## config.mk

```make
export PLATFORM = sky130hd
export DESIGN_NAME = hazard_ctl
export DESIGN_NICKNAME = d
export VERILOG_FILES = /design/src/rtl/hazard_ctl.sv
export SDC_FILE = /design/constraint.sdc
export NUM_CORES = 1
export LEC_CHECK = 0
export CAP_MARGIN = 5
export CORE_ASPECT_RATIO = 1.5
export CORE_MARGIN = 3
export CORE_UTILIZATION = 49
export DETAILED_ROUTE_END_ITERATION = 8
export PLACE_DENSITY = 0.84
export SYNTH_ARGS = -nofsm -noshare
export SYNTH_HDL_FRONTEND = slang
export SYNTH_SLANG_ARGS = --single-unit
```

## constraint.sdc

```tcl
create_clock -name clk -period 2.8 [get_ports clk]
set_input_delay 0.42 -clock clk [delete_from_list [all_inputs] [get_ports clk]]
set_output_delay 0.42 -clock clk [all_outputs]
set_load 0.005 [all_outputs]
```

## src/rtl/hazard_ctl.sv

```systemverilog
// Pipeline hazard controller for the 5-stage MIPS core: per-stage stall/flush
// generation, mult/div occupancy tracking and a data-memory wait watchdog.
module hazard_ctl #(
  parameter int MD_LAT      = 32,
  parameter int MEM_TIMEOUT = 255
) (
  input  logic       clk,
  input  logic       reset,
  input  logic       id_valid,
  input  logic [4:0] id_rs,
  input  logic [4:0] id_rt,
  input  logic       id_uses_rt,
  input  logic       id_md_use,
  input  logic       ex_memread,
  input  logic [4:0] ex_rt,
  input  logic       ex_branch_taken,
  input  logic       ex_md_start,
  input  logic       mem_req,
  input  logic       mem_ack,
  output logic       stall_pc,
  output logic       stall_ifid,
  output logic       stall_idex,
  output logic       stall_exmem,
  output logic       flush_ifid,
  output logic       flush_idex,
  output logic       flush_memwb,
  output logic       md_busy,
  output logic       mem_err
);

  localparam logic [7:0] MD_LAT_C  = 8'(MD_LAT);
  localparam logic [7:0] TIMEOUT_M1 = 8'(MEM_TIMEOUT - 1);

  logic [7:0] md_cnt;
  logic [7:0] wait_cnt;
  logic       frz;
  logic       branch;
  logic       load_use;
  logic       md_lock;
  logic       interlock;

  assign frz     = mem_req & ~mem_ack;
  assign md_busy = (md_cnt != 8'd0);
  assign branch  = ~frz & ex_branch_taken;

  assign load_use = id_valid & ex_memread & (ex_rt != 5'd0) &
                    ((ex_rt == id_rs) | (id_uses_rt & (ex_rt == id_rt)));
  assign md_lock  = id_valid & id_md_use & md_busy;
  // A squashed ID instruction cannot create an interlock, so branch wins.
  assign interlock = ~frz & ~ex_branch_taken & (load_use | md_lock);

  assign stall_pc    = frz | interlock;
  assign stall_ifid  = frz | interlock;
  assign stall_idex  = frz;
  assign stall_exmem = frz;
  assign flush_ifid  = branch;
  assign flush_idex  = branch | interlock;
  assign flush_memwb = frz;

  always_ff @(posedge clk or posedge reset) begin
    if (reset) begin
      md_cnt   <= 8'd0;
      wait_cnt <= 8'd0;
      mem_err  <= 1'b0;
    end else begin
      // The mult/div unit keeps counting through a freeze.
      if (ex_md_start && !frz && md_cnt == 8'd0)
        md_cnt <= MD_LAT_C;
      else if (md_cnt != 8'd0)
        md_cnt <= md_cnt - 8'd1;

      if (frz) begin
        if (wait_cnt != 8'hFF)
          wait_cnt <= wait_cnt + 8'd1;
        if (wait_cnt == TIMEOUT_M1)
          mem_err <= 1'b1;
      end else begin
        wait_cnt <= 8'd0;
      end
    end
  end

endmodule

```

* Word level (Yosys, flattened, before mapping) *
Cells that the tools add are included.

storage, ports and cells
  flip-flop bits (word level) = 17
  memories kept = 0
  memory bits (writable) = 0
  memory bits (read-only) = 0
  output and inout port bits = 9
  logic and storage cells = 39
  bits of input ports = 25
  bits in latches = 0

operators by class
  magnitude comparators = 0
  div/mod/pow operators = 0
  bitwise gates (word level) = 17
  muxes and demuxes = 4
  shift operators = 0
  add/sub/neg operators = 2
  multipliers = 0
  reductions and logical operators = 8
  equal/unequal tests = 5

operators by type and width
  kind                                                    count
  2-to-1 mux 8 bit                                        4
  bitwise AND 1 bit                                       10
  equality test 5 bit                                     2
  adder 8 x 1 -> 8 bit (second input constant)            1
  equality test 8 bit (second input constant)             1
  zero test 8 bit                                         1
  inequality test 8 bit (second input constant)           1
  nonzero test 8 bit                                      1
  subtractor 8 x 1 -> 8 bit (second input constant)       1
  nonzero test 5 bit                                      1
  OR 1 bit                                                4
  NOT 1 bit                                               3
  logical AND 1 bit                                       2
  inequality test 2 x 1 -> 1 bit (second input constant)  1
  AND reduction 2 bit                                     1
  nonzero test 2 bit                                      1
  zero test 1 bit                                         1

* Depth between registers and ports, before layout *
  depth in word-level cells = 7
  mapped depth = 7
  depth with buffers taken out = 5

* Worst setup path before layout *
No wires, ideal clock.

  kind = input to output
  start point = in ex_rt[0]
  end point = out stall_pc
  path slack = 0.956 ns
  cell stages on the path = 5
  buffers on the path = 1
  data arrival time = 1.424 ns
  cell sequence = or4_1 o21a_1 nand2_1 o21ai_0 buf_4

on the way
  longest elaborated chain between the ends = 7

ends and longest elaborated chain
  what                 line  source
  start: declaration   15    input logic [4:0] ex_rt,
  equality test 5 bit  47    ((ex_rt == id_rs) | (id_uses_rt & (ex_rt == id_rt)));
  bitwise AND 1 bit    47
  OR 1 bit             47
  bitwise AND 1 bit *  46    assign load_use = id_valid & ex_memread & (ex_rt != 5'd0) &
  OR 1 bit *           50    assign interlock = ~frz & ~ex_branch_taken & (load_use | md_lock);
  bitwise AND 1 bit *  50
  OR 1 bit *           n/a
  end: declaration     20    output logic stall_pc,

Mark *: on every way between the ends. The rest lies on a longest branch, timed or not.

* Worst setup path after layout *
  start point = in ex_rt[0]
  end point = out flush_idex

on the way
  longest elaborated chain between the ends = 7

ends and longest elaborated chain
  what                 line  source
  equality test 5 bit  47
  bitwise AND 1 bit    47
  OR 1 bit             47
  bitwise AND 1 bit *  46
  OR 1 bit *           50
  bitwise AND 1 bit *  50
  OR 1 bit *           57    assign flush_idex = branch | interlock;
  end: declaration     25    output logic flush_idex,

Marked as above.

==> out/qor.yml <==
status:
  outcome: "complete, no violations"
worst_setup_path:
  critPathCapture: "flush_idex"
  cpMostUsedCell: "clkdlybuf4s50_1"
  crit_cells: 6
  crit_slowest_cell: "or4_1"
  critical_path_arrival_ns: 2.24
  cp-startpoint: "ex_rt[0]"
  end_kind: "output pin"
  r2r_slack_ns: 1.14
  critPathLaunchType: "input port"
  reg2reg_to: "md_cnt[5]"
  critPathRequiredTime_ns: 2.38
  path_buf_inv: 2
  r2r_start: "md_cnt[0]"
  crit_family: "buffers and inverters"
  r2r_cells: 6
  cp_slowest_stage_delay_ns: 0.53
  path_class: "input port to output pin"
  crit_path_max_fanout: 3
  crit_chain: "clkdlybuf4s50_1, or4_1, o21a_1, nand3_1, o21ai_1, clkdlybuf4s50_1"
global_routing:
  grt_pass1_vias: 972
  gr-usage-all-layers_pct: 19.6
  grt_max_degree: 18
  antenna_found_initial: 0
  grt_pass1_wl_mm: 4.05
  grt_overflow: 0
floorplan:
  die-width_um: 44.0
  die_area_um2: 2770
  fp.dieH_um: 62.9
  design.portCount: 34
  start_util_pct: 51.6
  core_um2: 2050
  rows: 20
timing:
  slew_violations: 0
  tightestPinTransition_ns: 0.633
  post-route-period-util_pct: 95.1
  skew_ns: 0.00433
  slew_headroom_pct: 57.8
  fmax_mhz: 376
  setup-tns-final_ns: 0
  hold_viol_final: 0
  holdWs_ns: 0.489
  grt_setup_unrepaired: "false"
  setup_viol: 0
  fin_crit_ns: 2.66
yosys:
  ys_seq_area_share_pct: 40.2
  synth_nets: 141
  synth_edf_count: 0
  async_flop_share_pct: 100
  synth_seq_cells: 17
  synth_warnings: 0
  synthFlopType: "dfrtp_1"
  syn_area_per_cell_um2: 9.37
  synth_cell_type_count: 39
  syn_area_um2: 1060
  syn_inst: 113
cts:
  numCtsBuffers: 3
  cts-root-buf: "clkbuf_4"
  clkTransAtPathRegs_ns: 0.09
  cts_tree: "done"
  max-clock-path-buffers: 2
  clock_latency_ns: 0.30
  cts.sinks: 17
  cts_setup_buffers: 0
  cts_max_level: 1
pwr:
  p_int_mw: 0.501
  peakVddDrop_mv: 0.276
  power.leakage_nw: 0.599
  seq_power_share_pct: 48.2
  p_comb_share_pct: 34.0
  p_sw_mw: 0.246
  switching_share_pct: 32.9
  power_density_nw_per_um2: 521
  pwr-share-clk_pct: 17.8
  power.total_mw: 0.748
cells_and_area:
  fin_nets: 177
  antenna_cells: 0
  fillers: 172
  syn2layout_area_growth_pct: 35.7
  drive_gt1_share_pct: 7.43
detailed_routing:
  routed_wl_mm: 2.36
  drc: 0
  drtPass1Iterations: 4
  ant_nets: 0
  wire_per_inst_um: 13.9
  vias: 951
  initialDrtViolationCount: 18
  via_per_inst: 5.59
placement:
  hpwl_mm: 1.99
  port_buffers: 33
  place_congestion: 0.797
flow_run:
  drv_cap: 0
hold_path:
  hp-class: "input port to async pin"
cells in the final DEF (no fill, tap or decap), types with 2 or more instances in the layout:
cell | synthesis | layout
buf_4 | 3 | 4
a21oi_1 | 3 | 3
xnor2_1 | 6 | 6
nor3_1 | 4 | 4
xor2_1 | 9 | 9
inv_1 | 6 | 6
nand3_1 | 3 | 3
clkdlybuf4s50_1 | 0 | 33
a211oi_1 | 2 | 2
o21ai_1 | 2 | 3
clkbuf_4 | 0 | 3
nor2_1 | 9 | 9
nand3b_1 | 2 | 2
nor3b_1 | 2 | 2
dfrtp_1 | 17 | 17
nand2_1 | 8 | 8
a31oi_1 | 5 | 5
ha_1 | 3 | 3
nand2b_1 | 2 | 2
nand4_1 | 2 | 2
o21ai_0 | 4 | 3
worst reg2reg max path: stages, from the launching register on:
cell and delay, ns:
dfrtp_1 0.39, inv_1 0.10, ha_1 0.26, nand4b_1 0.20
buf_4 0.22, mux2_1 0.31, o21ai_1 0.12
synthesized netlist by cell type (2+ instances only):
master,instances,share of area (%)
a211oi_1,2,1.4
a21oi_1,3,1.4
a31oi_1,5,3.0
buf_2,2,0.95
buf_4,3,2.1
dfrtp_1,17,40
ha_1,3,3.5
inv_1,6,2.1
nand2_1,8,2.8
nand2b_1,2,1.2
nand3_1,3,1.4
nand3b_1,2,1.4
nand4_1,2,1.2
nor2_1,9,3.2
nor3_1,4,1.9
nor3b_1,2,1.4
o21ai_0,4,1.9
o21ai_1,2,0.95
xnor2_1,6,5.0
xor2_1,9,7.4
registers in the layout (all words and copies together), names as in the netlist:
name,cells
md_cnt,8
wait_cnt,8
mem_err,1
what timing repair did:
item / CTS / global route
hold buffers: 0 / 0
endpoints found under the setup margin: 0 / 2
gates resized for setup: 0 / 1
layout make-up:
class                   count  area [um^2]  share of cell area (%)
clock buffers               4         26.3                    1.83
multi-input cells          84          574                    40.0
repair buffers             37          360                    25.1
well taps                  22         27.5                    1.92
flip-flops and latches     17          425                    29.6
inverters                   6         22.5                    1.57
power by group through the flow:
stage / combinational, mW / clock (mW) / sequential, mW
global placement: 0.241 / 0 / 0.360
global route: 0.285 / 0.148 / 0.372
finish: 0.254 / 0.133 / 0.360
detailed placement: 0.256 / 0 / 0.366
CTS: 0.258 / 0.136 / 0.361
floorplan: 0.169 / 0 / 0.352
worst min path at each step:
stage | start | end | slack, ns | cells past startpoint
finish | reset | md_cnt[2] | 0.49 | 2
global route | mem_err | mem_err | 0.52 | 1
CTS | mem_err | mem_err | 0.49 | 1
detailed placement | mem_err | mem_err | 0.47 | 1
global placement | mem_err | mem_err | 0.46 | 1
floorplan | reset | md_cnt[0] | 0.35 | 1
per-layer routing:
| layer | vias up | global-route usage, % | wire length, um |
|---|---|---|---|
| met1 | 447 | 20.4 | 842 |
| met2 | 33 | 36.5 | 1350 |
| li1 | 467 | - | - |
| met3 | 4 | 2.31 | 123 |
| met5 | - | 0 | 0 |
| met4 | 0 | 9.06 | 39 |
logic make-up after synthesis:
family,Yosys count,synth area share (%)
flops,17,40.2
compound gates,22,13.8
fa+ha+maj,3,3.55
simple gates,41,21.4
mux,3,3.07
xor+xnor,15,12.4
buf+inv,12,5.55
per-stage QoR:
| step | util [%] | setup WS [ns] | cells | area, um^2 |
|---|---|---|---|---|
| 2_1_floorplan | - | 0.956 | 113 | 1060 |
| 3_3_place_gp | 68.7 | 0.0442 | 166 | 1410 |
| 3_5_place_dp | 68.7 | 0.0297 | 166 | 1410 |
| 4_1_cts | 70.0 | 0.00765 | 170 | 1440 |
| 5_1_grt | 70.0 | 0.0307 | 170 | 1440 |
| 6_report | 70.0 | 0.138 | 170 | 1440 |
Note: power is estimated with default switching activity, not from simulation.
